===== src/rtl/freq_gen_pkg.sv =====
// rtl/freq_gen_pkg.sv - shared defaults, FSM states and helpers for freq_generator
package freq_gen_pkg;

  localparam int CLK_HZ_DEFAULT = 100000000;
  localparam int FREQ_W_DEFAULT = 12;
  localparam int DIV_W          = 32;

  typedef enum logic [1:0] {
    IDLE,
    DIV,
    PEND
  } fg_state_e;

  // A zero quotient means the request is above CLK_HZ/2; run as fast as possible.
  function automatic logic [DIV_W-1:0] clamp_half(input logic [DIV_W-1:0] q);
    return (q == '0) ? DIV_W'(1) : q;
  endfunction

endpackage


===== src/rtl/udiv_seq.sv =====
// rtl/udiv_seq.sv - restoring unsigned divider, one quotient bit per cycle
module udiv_seq #(
  parameter int DIVIDEND_W = 32,
  parameter int DIVISOR_W  = 13
) (
  input  logic                  CLK,
  input  logic                  RST,
  input  logic                  start,
  input  logic [DIVIDEND_W-1:0] dividend,
  input  logic [DIVISOR_W-1:0]  divisor,
  output logic                  busy,
  output logic                  done,
  output logic [DIVIDEND_W-1:0] quotient
);

  localparam int CNT_W = $clog2(DIVIDEND_W);

  logic [DIVIDEND_W-1:0] r_quo;
  logic [DIVISOR_W-1:0]  r_rem;
  logic [DIVISOR_W-1:0]  r_div;
  logic [CNT_W-1:0]      r_cnt;
  logic                  r_busy;
  logic                  r_done;

  logic [DIVISOR_W:0]    w_shift;
  logic [DIVISOR_W-1:0]  w_diff;
  logic                  w_ge;

  // Dividend bits shift out of r_quo as quotient bits shift in.
  assign w_shift = {r_rem, r_quo[DIVIDEND_W-1]};
  assign w_ge    = (w_shift >= {1'b0, r_div});
  assign w_diff  = w_shift[DIVISOR_W-1:0] - r_div;

  always_ff @(posedge CLK) begin
    if (RST) begin
      r_quo  <= '0;
      r_rem  <= '0;
      r_div  <= '0;
      r_cnt  <= '0;
      r_busy <= 1'b0;
      r_done <= 1'b0;
    end else begin
      r_done <= 1'b0;
      if (start) begin
        r_quo  <= dividend;
        r_rem  <= '0;
        r_div  <= divisor;
        r_cnt  <= CNT_W'(DIVIDEND_W - 1);
        r_busy <= 1'b1;
      end else if (r_busy) begin
        r_rem <= w_ge ? w_diff : w_shift[DIVISOR_W-1:0];
        r_quo <= {r_quo[DIVIDEND_W-2:0], w_ge};
        if (r_cnt == '0) begin
          r_busy <= 1'b0;
          r_done <= 1'b1;
        end else begin
          r_cnt <= r_cnt - CNT_W'(1);
        end
      end
    end
  end

  assign busy     = r_busy;
  assign done     = r_done;
  assign quotient = r_quo;

endmodule


===== src/rtl/freq_generator.sv =====
// rtl/freq_generator.sv - programmable 50% square-wave source with glitch-free retune/stop
// Optional FREQ_GEN_EDGE_CNT_EN adds edge_cnt, a count of OUT rising edges since reset.
module freq_generator
  import freq_gen_pkg::*;
#(
  parameter int CLK_HZ = CLK_HZ_DEFAULT,
  parameter int FREQ_W = FREQ_W_DEFAULT
) (
  input  logic              CLK,
  input  logic              RST,
  input  logic [FREQ_W-1:0] freq_in,
  input  logic              freq_valid,
  output logic              freq_ready,
`ifdef FREQ_GEN_EDGE_CNT_EN
  output logic [31:0]       edge_cnt,
`endif
  output logic              OUT,
  output logic              active,
  output logic [FREQ_W-1:0] freq_cur
);

  fg_state_e         r_state;
  logic              r_ready;
  logic              r_out;
  logic              r_active;
  logic [FREQ_W-1:0] r_freq_cur;
  logic [FREQ_W-1:0] r_req_freq;
  logic [FREQ_W-1:0] r_pend_freq;
  logic              r_pend_stop;
  logic [DIV_W-1:0]  r_pend_half;
  logic [DIV_W-1:0]  r_half;
  logic [DIV_W-1:0]  r_phase;

  logic              w_accept;
  logic              w_toggle;
  logic              w_apply;
  logic              w_div_start;
  logic              w_div_busy;
  logic              w_div_done;
  logic [DIV_W-1:0]  w_quotient;

  assign freq_ready  = r_ready & ~w_div_busy;
  assign w_accept    = freq_valid & freq_ready;
  assign w_div_start = w_accept && (freq_in != '0);
  assign w_toggle    = r_active && (r_phase == r_half - DIV_W'(1));
  // A stop may cut a low phase short, but a high phase always runs to its toggle.
  assign w_apply     = (r_state == PEND) && !w_accept &&
                       (w_toggle || !r_active || (r_pend_stop && !r_out));

  udiv_seq #(
    .DIVIDEND_W(DIV_W),
    .DIVISOR_W (FREQ_W + 1)
  ) u_div (
    .CLK     (CLK),
    .RST     (RST),
    .start   (w_div_start),
    .dividend(DIV_W'(CLK_HZ)),
    .divisor ({freq_in, 1'b0}),
    .busy    (w_div_busy),
    .done    (w_div_done),
    .quotient(w_quotient)
  );

  always_ff @(posedge CLK) begin
    if (RST) begin
      r_state     <= IDLE;
      r_ready     <= 1'b1;
      r_out       <= 1'b0;
      r_active    <= 1'b0;
      r_freq_cur  <= '0;
      r_req_freq  <= '0;
      r_pend_freq <= '0;
      r_pend_stop <= 1'b0;
      r_pend_half <= '0;
      r_half      <= '0;
      r_phase     <= '0;
    end else begin
      if (w_accept) begin
        r_req_freq <= freq_in;
        if (freq_in == '0) begin
          r_state     <= PEND;
          r_pend_stop <= 1'b1;
          r_pend_freq <= '0;
        end else begin
          r_state <= DIV;
          r_ready <= 1'b0;
        end
      end else begin
        case (r_state)
          DIV: if (w_div_done) begin
            r_pend_half <= clamp_half(w_quotient);
            r_pend_freq <= r_req_freq;
            r_pend_stop <= 1'b0;
            r_state     <= PEND;
            r_ready     <= 1'b1;
          end
          PEND: if (w_apply) r_state <= IDLE;
          IDLE: r_state <= IDLE;
          default: r_state <= IDLE;
        endcase
      end

      if (w_apply && r_pend_stop) begin
        r_active   <= 1'b0;
        r_out      <= 1'b0;
        r_freq_cur <= '0;
        r_phase    <= '0;
      end else if (w_apply) begin
        r_half     <= r_pend_half;
        r_phase    <= '0;
        r_freq_cur <= r_pend_freq;
        r_active   <= 1'b1;
        if (w_toggle) r_out <= ~r_out;
      end else if (w_toggle) begin
        r_out   <= ~r_out;
        r_phase <= '0;
      end else if (r_active) begin
        r_phase <= r_phase + DIV_W'(1);
      end
    end
  end

`ifdef FREQ_GEN_EDGE_CNT_EN
  logic        r_out_prev;
  logic [31:0] r_edge_cnt;

  always_ff @(posedge CLK) begin
    if (RST) begin
      r_out_prev <= 1'b0;
      r_edge_cnt <= '0;
    end else begin
      r_out_prev <= r_out;
      if (r_out && !r_out_prev) r_edge_cnt <= r_edge_cnt + 32'd1;
    end
  end

  assign edge_cnt = r_edge_cnt;
`endif

  assign OUT      = r_out;
  assign active   = r_active;
  assign freq_cur = r_freq_cur;

endmodule

===== config.mk =====
export PLATFORM = sky130hd
export DESIGN_NAME = freq_generator
export DESIGN_NICKNAME = d
export VERILOG_FILES = /design/src/rtl/freq_gen_pkg.sv /design/src/rtl/udiv_seq.sv /design/src/rtl/freq_generator.sv
export SDC_FILE = /design/constraint.sdc
export NUM_CORES = 1
export LEC_CHECK = 0
export CORE_AREA = 3 3 138 140
export CTS_CLUSTER_SIZE = 12
export DETAILED_ROUTE_END_ITERATION = 8
export DIE_AREA = 0 0 141 143
export DONT_BUFFER_PORTS = 1
export PLACE_DENSITY = 0.74
export SKIP_LAST_GASP = 1
export SYNTH_ARGS = -nofsm -noshare
export SYNTH_HDL_FRONTEND = slang
export SYNTH_HIERARCHICAL = 1
export SYNTH_SLANG_ARGS = --single-unit

===== constraint.sdc =====
create_clock -name CLK -period 4.1 [get_ports CLK]
set_clock_uncertainty 0.15 [all_clocks]
set_input_delay 0.205 -clock CLK [delete_from_list [all_inputs] [get_ports CLK]]
set_output_delay 0.205 -clock CLK [all_outputs]
set_load 0.05 [all_outputs]

Word-level counts from Yosys, hierarchy flattened. Index checks and enable logic that the tools add are counted.

Add/sub/neg operators: 4. Order comparisons: 1. Equal/unequal tests: 8. Multiplexer cells: 28. Bitwise operators: 6. Reductions and logical operators: 28.

Operator list (number): $mux 27 (2); $mux 12 (4); $add 32x1->32 const B (1); $eq 32x32->1 (1); $logic_not 32->1 (1); $mux 32 (1); $sub 32x1->32 const B (1); $mux 5 (3); $ge 14x13->1 (1); $mux 13 (1); $sub 13x13->13 (1); $logic_not 12->1 (1); $mux 1 (12); $reduce_bool 12->1 (1); $reduce_and 3->1 (3); $mux 2 (4); $logic_and 1x1->1 (6); $reduce_and 2->1 (3); $reduce_bool 2->1 (3); $logic_not 5->1 (1); $sub 5x1->5 const B (1); $ne 2x1->1 const B (2); $not 1->1 (4); $pmux 2 s2 (1); other kinds (11) (16).

Register bits after elaboration: 202. Input port bits: 15. Output and inout port bits: 15. Logic and storage cells: 93.

Depth between registers and ports, before layout. Gate-level depths: netlist of the first run.

Depth in word-level cells: 9. Mapped depth: 13. Depth with buffers taken out: 10.

Hierarchy. The synthesis of the first run kept the hierarchy.

By module, submodules not included: freq_generator (instances 1, cells each 769, area an instance 6620.1 um^2, sequential area each 2762.6 um^2); udiv_seq (instances 1, cells each 412, area an instance 3477.1 um^2, sequential area each 1301.2 um^2).

Least setup slack after synthesis of the first run. No wires, ideal clock.

Kind: register -> register. Start: register r_half[0]. End: register r_freq_cur[11] (netlist: freq_cur[11]). Setup time: 0.072 ns. Data arrival time: 2.896 ns. Data required time: 3.878 ns. Path slack: 0.982 ns. Stages on the path, launching flop included: 12. Buffers on the path: 2. Clock period less this slack: 3.118 ns. Path through: dfxtp_1 buf_2 inv_1 ha_1 xnor2_1 or4_1 or4_1 nor4_2 nand4_2 a21oi_2 buf_6 mux2i_1.

Cells in the longest elaborated chain, start to end: 8.

Ends and longest elaborated chain: start, declared (line freq_generator.sv:31) `logic [DIV_W-1:0] r_half;`; start signal, assigned (line freq_generator.sv:109) `r_half <= r_pend_half;`; $sub 32x1->32 (*) (line freq_generator.sv:45) `assign w_toggle = r_active && (r_phase == r_half - DIV_W'(1));`; $eq 32x32->1 (*) (line freq_generator.sv:45); $logic_and 1x1->1 (*) (line freq_generator.sv:45); $logic_or 1x1->1 (*) (2 in series) (line freq_generator.sv:48) `(w_toggle || !r_active || (r_pend_stop && !r_out));`; $logic_and 1x1->1 (*) (line freq_generator.sv:47) `assign w_apply = (r_state == PEND) && !w_accept &&`; $logic_and 1x1->1 (line freq_generator.sv:103) `if (w_apply && r_pend_stop) begin`; $reduce_or 2->1 (no source line); end signal, assigned (line freq_generator.sv:111) `r_freq_cur <= r_pend_freq;`; end, declared (line freq_generator.sv:26) `logic [FREQ_W-1:0] r_freq_cur;`.

Mark *: on every way between the ends. The rest lies on a longest branch, timed or not. A chain may end at the register's enable or synchronous reset.

Final worst setup path of the first run.
Start: register r_half[2]. End: register r_phase[20].

Cells in the longest elaborated chain, start to end: 8.

Ends and longest elaborated chain: $sub 32x1->32 (*) (line freq_generator.sv:45); $eq 32x32->1 (*) (line freq_generator.sv:45); $logic_and 1x1->1 (*) (line freq_generator.sv:45); $logic_or 1x1->1 (2 in series) (line freq_generator.sv:48); $logic_and 1x1->1 (line freq_generator.sv:47); $logic_and 1x1->1 (line freq_generator.sv:103); $reduce_or 4->1 (no source line) (*); end signal, assigned (line freq_generator.sv:118) `r_phase <= r_phase + DIV_W'(1);`; end, declared (line freq_generator.sv:32) `logic [DIV_W-1:0] r_phase;`.

Marks and branches as above.

==> metrics.csv, run 1 <==
stage,metric,value,unit
critical_path,Worst setup EP type,register,
finish,fill count,1531,
logic_synthesis,Seq cells post-synth,203,
logic_synthesis,part of the Yosys area used for sequential elements,40.2,%
critical_path,crit path kind,reg -> reg,
power,Comb pwr share,15.7,%
clock_network,post-CTS sizing,0,
timing,final hold violations,0,
clock_network,hold_buf cts,17,
clock_network,clock sink total,203,
logic_synthesis,Post-synth ARST share,0,%
critical_path,Critical Path Start Type,register,
drt,vias per inst,5.53,
clock_network,clock tree root driver cell,clkbuf_16,
timing,Slew @ Worst Pin,0.899,ns
critical_path,CP Max Fanout,32,
place,dpl hpwl,14.2,mm
logic_synthesis,dominant cell by count in the synthesized netlist,dfxtp_1,
timing,Max transition margin,40.0,%
finish,share of layout cells above drive strength 1,6.13,%
global_routing,number of global-route vias before repair,7236,
power,Internal,3.46,mW
global_routing,first-pass GRT wire length,35.5,mm
global_routing,antenna violations before repair,0,
global_routing,total global-route track usage,20.6,%
logic_synthesis,Synth Warn #,6,
finish,Total Nets Final,1228,
timing,Period minus WS final,3.60,ns
die,die area,20200,µm²
global_routing,pin count of the biggest net entering global routing,90,
logic_synthesis,Gate Count Post-Synth,1181,
logic_synthesis,Post-synth EDFFs,0,
die,core area,18000,µm²
clock_network,CTS HTree Levels,1,
power,Clk pwr share,39.4,%
logic_synthesis,adder-cell share of the synthesized area,2.30,%
finish,antenna cells,0,
power,switching share of power,26.3,%
logic_synthesis,post-synth top area cell,dfxtp_1,
logic_synthesis,Most used DFF post-synth,dfxtp_1,
power,Pwr per Cell Area,420,nW/µm²
timing,slack of the critical path,0.498,ns
clock_network,CTS tree,built,
timing,max-slew violation count,0,
power,net switching power,1.23,mW
logic_synthesis,syn avg cell area,8.55,µm²
timing,RSZ-0062 raised after global routing,false,
logic_synthesis,"Cell Area, Synth",10100,µm²
outcome,status,finished clean,
drt,drc violations,0,
power,sequential cell fraction of total power,44.9,%
place,routability congestion estimate from global placement,0.890,
drt,initial detailed-routing violation count,506,
die,Placement Rows,49,
clock_network,CTS clock-pin slew for the worst setup and hold paths,0.06,ns
logic_synthesis,Synth top cells by count,"203 x dfxtp_1, 159 x nor2_1, 156 x nand2_1",
logic_synthesis,top-area cell type share of the netlist area,40.2,%
die,Initial Utilization,56.2,%
logic_synthesis,largest family of logic cells by synthesized area,simple AND/OR/NAND/NOR gates,
finish,fin util,62.2,%
logic_synthesis,Post-Synth XOR/XNOR Area,6.77,%
clock_network,CTS max path bufs,3,
logic_synthesis,Synth area leaders,"dfxtp_1 40%, mux2i_1 9.5%, nor2_1 5.9%, nand2_1 5.8%, a21oi_1 3.7%",
clock_network,cts bufs inserted,22,
die,die width,141,µm
drt,WL/cell,14.8,µm
drt,DRT Wirelength,21.2,mm
logic_synthesis,post-synth cell types,75,
critical_path,required time of the critical path,4.33,ns
place,# port buffers,0,
drt,via count,7943,
timing,f_max,278,MHz
place,setup slack at placement,0.560,ns
drt,drt pass-1 iters,5,
die,# IOs,30,
power,maximum vdd drop,0.418,mV
global_routing,GR Layer Usage met3,3.15,%
critical_path,Critical Path AT,3.83,ns
global_routing,met1 Use GR,30.4,%
timing,setup violators final,0,
finish,Area Growth Syn to Fin,10.7,%
global_routing,met2 usage,31.2,%
global_routing,most used routing layer,met2,
power,static leakage,4.15,nW
logic_synthesis,multiplexer area fraction after synthesis,9.63,%
logic_synthesis,post-synthesis compound-gate area fraction,13.4,%
job,max-cap viol count,0,
min_path,Worst Hold Class,in -> reg,
timing,TNS Setup,0,ns
drt,post-route antenna net violation count,0,
clock_network,Skew-Pair Late Insertion Delay,0.50,ns
logic_synthesis,Synth Area in Simple Gates,23.1,%
global_routing,GR Overflow Total,0,
die,Die H,143,µm
timing,Tcrit/Tclk final,87.8,%
clock_network,post-CTS repair timing setup buffer count,0,
[power by group through the flow]
| stage | Combinational, mW | Sequential, mW | Clock [mW] |
|---|---|---|---|
| CTS | 0.733 | 2.11 | 1.90 |
| global placement | 0.683 | 2.15 | 0 |
| floorplan | 0.602 | 2.13 | 0 |
| detailed placement | 0.693 | 2.15 | 0 |
| finish | 0.735 | 2.11 | 1.85 |
| global route | 0.821 | 2.12 | 1.96 |
[critical path, cell delays in order, from the launching register on]
cell      delay (ns)
dfxtp_1         0.39
nor4_4          0.66
nand2_1         0.25
or4_1           0.46
mux2_2          0.29
nor4_2          0.35
nand4_2         0.25
o221ai_2        0.22
buf_4           0.34
nor2_1          0.09
[path summary, 6_finish.rpt]
check                                     from         endpoint  slack [ns]  cells after the start
worst max-delay path                 r_half[2]      r_phase[20]        0.50                      9
worst max register to register       r_half[2]      r_phase[20]        0.50                      9
worst min-delay path                freq_in[4]          r_ready        0.06                      4
worst min register to register  r_req_freq[10]  r_pend_freq[10]        0.30                      2
[layout by cell type (no fill, tap or decap), types with 7 or more instances in the layout]
| cell type | Yosys | layout |
|---|---|---|
| nand2_1 | 156 | 156 |
| xnor2_1 | 42 | 42 |
| or3_1 | 10 | 10 |
| nor4_1 | 25 | 25 |
| nand4_1 | 20 | 20 |
| nand3_1 | 39 | 39 |
| dlygate4sd3_1 | 0 | 16 |
| nand2b_1 | 8 | 8 |
| nor3_1 | 15 | 15 |
| nand3b_1 | 11 | 11 |
| and3_1 | 11 | 11 |
| mux2i_1 | 96 | 96 |
| a22o_1 | 29 | 29 |
| dfxtp_1 | 203 | 202 |
| xor2_1 | 36 | 36 |
| a21oi_1 | 74 | 74 |
| ha_1 | 17 | 17 |
| a31oi_1 | 7 | 7 |
| nor2_1 | 159 | 157 |
| conb_1 | 2 | 33 |
| clkbuf_16 | 0 | 23 |
| buf_4 | 1 | 14 |
| o21ai_0 | 18 | 18 |
| inv_1 | 30 | 30 |
| a21o_1 | 9 | 9 |
[metrics by stage]
step	hold slack, ns	std cells	total power [mW]	instance area [µm²]
final	0.0580	1436	4.69	11200
after global routing	0.109	1436	4.90	11200
after CTS	0.0389	1436	4.74	11200
after detailed placement	0.132	1383	2.84	10300
after global placement	0.132	1383	2.83	10300
after floorplan	0.191	1212	2.73	10200
[registers in the layout, summed over array words and instances, names as in the netlist, 12 cells and up]
register / count
r_pend_freq: 12
r_phase: 32
r_pend_half: 32
r_half: 32
r_req_freq: 12
freq_cur: 12
u_div/quotient: 32
u_div/r_rem: 13
u_div/r_div: 13
[layer usage]
metal,part of all wire [%],wire length (µm)
met1,51,10800
met2,43,9060
met3,3.9,819
met4,2.8,599
met5,0,0
[cell families (layout without fill, tap and decap cells)]
| family | count (synthesis) | in the layout |
|---|---|---|
| DFF | 203 | 203 |
| other | 2 | 33 |
| xor gates and xnor gates | 78 | 78 |
| AOI/OAI and AO/OA | 190 | 190 |
| and+or+nand+nor | 489 | 489 |
| buffers and inverters | 104 | 99 |
| muxes | 97 | 97 |
| adders and majority gates | 18 | 18 |
[area by class of cell]
type | count | area (µm²) | area share, %
clock inverter | 2 | 13.8 | 0.123
timing repair buffer | 32 | 313 | 2.80
inverter | 31 | 116 | 1.04
sequential | 203 | 4070 | 36.4
multi-input combinational | 905 | 5710 | 51.1
tap | 229 | 287 | 2.56
clock buffer | 34 | 667 | 5.97
No activity file was read; power rests on OpenSTA's default activity.
==> run 2: changes to the inputs <==
- PLACE_DENSITY: 0.74 -> default
- PLACE_DENSITY_LB_ADDON: default -> 0.15
==> metrics.csv, run 2 (same netlist as run 1, synthesis figures left out) <==
stage,metric,value,unit,change
finish,share of layout cells above drive strength 1,5.94,%,-0.19 points
place,# port buffers,0,,unchanged
die,die width,141,µm,unchanged
critical_path,CP max stage cell,nor4_4,,
clock_network,post-CTS repair timing setup buffer count,0,,unchanged
drt,WL/cell,14.7,µm,-0.36%
clock_network,clock sink total,203,,unchanged
global_routing,antenna violations before repair,0,,unchanged
global_routing,pin count of the biggest net entering global routing,90,,unchanged
timing,Period minus WS final,3.59,ns,-0.0162 ns
clock_network,CTS HTree Levels,1,,unchanged
die,Placement Rows,49,,unchanged
power,Clk pwr share,41.3,%,+1.9 points
finish,Area Growth Syn to Fin,11.4,%,
critical_path,Critical Path Start Type,register,,
critical_path,crit path kind,reg -> reg,,
timing,TNS Setup,0,ns,unchanged
power,Pwr per Cell Area,430,nW/µm²,+2.4%
power,Internal,3.59,mW,+3.8%
critical_path,Worst setup EP type,register,,
global_routing,total global-route track usage,20.9,%,+0.26 points
timing,setup violators final,0,,unchanged
finish,Total Nets Final,1232,,+0.33%
job,max-cap viol count,0,,unchanged
timing,final hold violations,0,,unchanged
die,die area,20200,µm²,unchanged
power,switching share of power,25.8,%,-0.48 points
finish,antenna cells,0,,unchanged
clock_network,CTS clock-pin slew for the worst setup and hold paths,0.05,ns,about the same
timing,RSZ-0062 raised after global routing,false,,
die,# IOs,30,,unchanged
finish,"most common cell after layout, fill and taps aside",dfxtp_1,,
finish,register area,4070,µm²,unchanged
die,Die H,143,µm,unchanged
critical_path,CP max stage delay,0.66,ns,about the same
drt,vias per inst,5.46,,-1.4%
die,core area,18000,µm²,unchanged
power,Comb pwr share,15.2,%,-0.5 points
timing,max-slew violation count,0,,unchanged
global_routing,number of global-route vias before repair,7079,,-2.2%
clock_network,cts bufs inserted,23,,+4.5%
global_routing,GR Overflow Total,0,,unchanged
power,static leakage,4.19,nW,+0.80%
power,sequential cell fraction of total power,43.5,%,-1.4 points
timing,slack of the critical path,0.515,ns,+0.0162 ns
finish,multi-input combinational cell area,5710,µm²,unchanged
drt,via count,7862,,-1.0%
drt,drt pass-1 iters,5,,unchanged
clock_network,CTS max path bufs,3,,unchanged
place,dpl hpwl,14.2,mm,+0.13%
timing,Tcrit/Tclk final,87.4,%,-0.39 points
drt,DRT Wirelength,21.2,mm,about the same
critical_path,"Largest delay share family, worst path",simple AND/OR/NAND/NOR gates,,
clock_network,CTS tree,built,,
clock_network,clock tree root driver cell,clkbuf_16,,
critical_path,Critical Path AT,3.81,ns,-0.02 ns
critical_path,Critical path buffers and inverters,1,,unchanged
global_routing,first-pass GRT wire length,35.7,mm,+0.64%
drt,initial detailed-routing violation count,605,,+20%
outcome,status,finished clean,,
place,routability congestion estimate from global placement,0.917,,+3.0%
critical_path,CP Max Fanout,32,,unchanged
drt,post-route antenna net violation count,0,,unchanged
power,maximum vdd drop,0.389,mV,-6.8%
die,Initial Utilization,56.2,%,unchanged
place,setup slack at placement,0.542,ns,-0.0187 ns
timing,f_max,279,MHz,+0.45%
finish,most frequent cells in the layout,"202 x dfxtp_1, 157 x nor2_1, 156 x nand2_1",,
finish,fill count,1542,,+0.72%
timing,Slew @ Worst Pin,0.906,ns,+0.00693 ns
power,net switching power,1.25,mW,+1.2%
min_path,Worst Hold Class,in -> reg,,
critical_path,required time of the critical path,4.33,ns,about the same
critical_path,CP cell instances,nor4_4 > nand2_1 > or4_1 > mux2_2 > nor4_2 > nand4_2 > o221ai_2 > buf_4 > nor2_1,,
timing,Max transition margin,39.6,%,-0.46 points
power,Total Power,4.84,mW,+3.1%
clock_network,Skew-Pair Late Insertion Delay,0.50,ns,about the same
drt,drc violations,0,,unchanged
run 2: layer usage:
layer	wire length [µm]	vias to the layer above	track usage, %
li1	-	4141	-
met1	11300	3560	33.1
met2	8840	125	29.6
met3	744	36	2.98
met4	389	0	4.90
met5	0	-	0
run 2: worst paths after layout:
check	startpoint	endpoint	slack, ns	depth (start not counted)
max	r_half[2]	r_phase[30]	0.51	9
min	RST	r_state[1]	0.02	3
max reg2reg	r_half[2]	r_phase[30]	0.51	9
min reg2reg	r_pend_half[9]	r_pend_half[9]	0.31	2
run 2: layout make-up:
| cell class | count | area share, % |
|---|---|---|
| multi-input cells | 905 | 50.8 |
| flip-flops and latches | 203 | 36.2 |
| clock buffers | 34 | 5.57 |
| repair buffers | 35 | 3.05 |
| well taps | 229 | 2.55 |
| inverters | 31 | 1.03 |
| clock inverters | 4 | 0.846 |
run 2: what timing repair did:
| item | CTS | global route |
|---|---|---|
| hold buffers | 20 | 0 |
| resized for setup | 0 | 0 |
| endpoints found under the setup margin | 0 | 0 |
| endpoints found under the hold margin | 101 | 0 |
run 2: worst reg2reg max path, delay by kind of cell (launching register included):
family	cells	cell delay (ns)
compound gates	1	0.21
flops	1	0.39
simple gates	6	2.08
mux	1	0.29
buf+inv	1	0.34
run 2: power by group through the flow:
| stage | Combinational, mW | Sequential (mW) | Clock, mW |
|---|---|---|---|
| floorplan | 0.602 | 2.13 | 0 |
| global placement | 0.687 | 2.15 | 0 |
| detailed placement | 0.691 | 2.15 | 0 |
| CTS | 0.733 | 2.11 | 2.04 |
| global route | 0.820 | 2.12 | 2.12 |
| finish | 0.735 | 2.11 | 2.00 |
run 2: through the flow:
stage / util (%) / hold slack (ns) / std cells / instance area, µm²
6_report: 62.6 / 0.0247 / 1441 / 11200
5_1_grt: 62.6 / 0.0729 / 1441 / 11200
4_1_cts: 62.6 / 0.0118 / 1441 / 11200
3_5_place_dp: 57.4 / 0.135 / 1383 / 10300
3_3_place_gp: 57.4 / 0.133 / 1383 / 10300
2_1_floorplan: - / 0.191 / 1212 / 10200
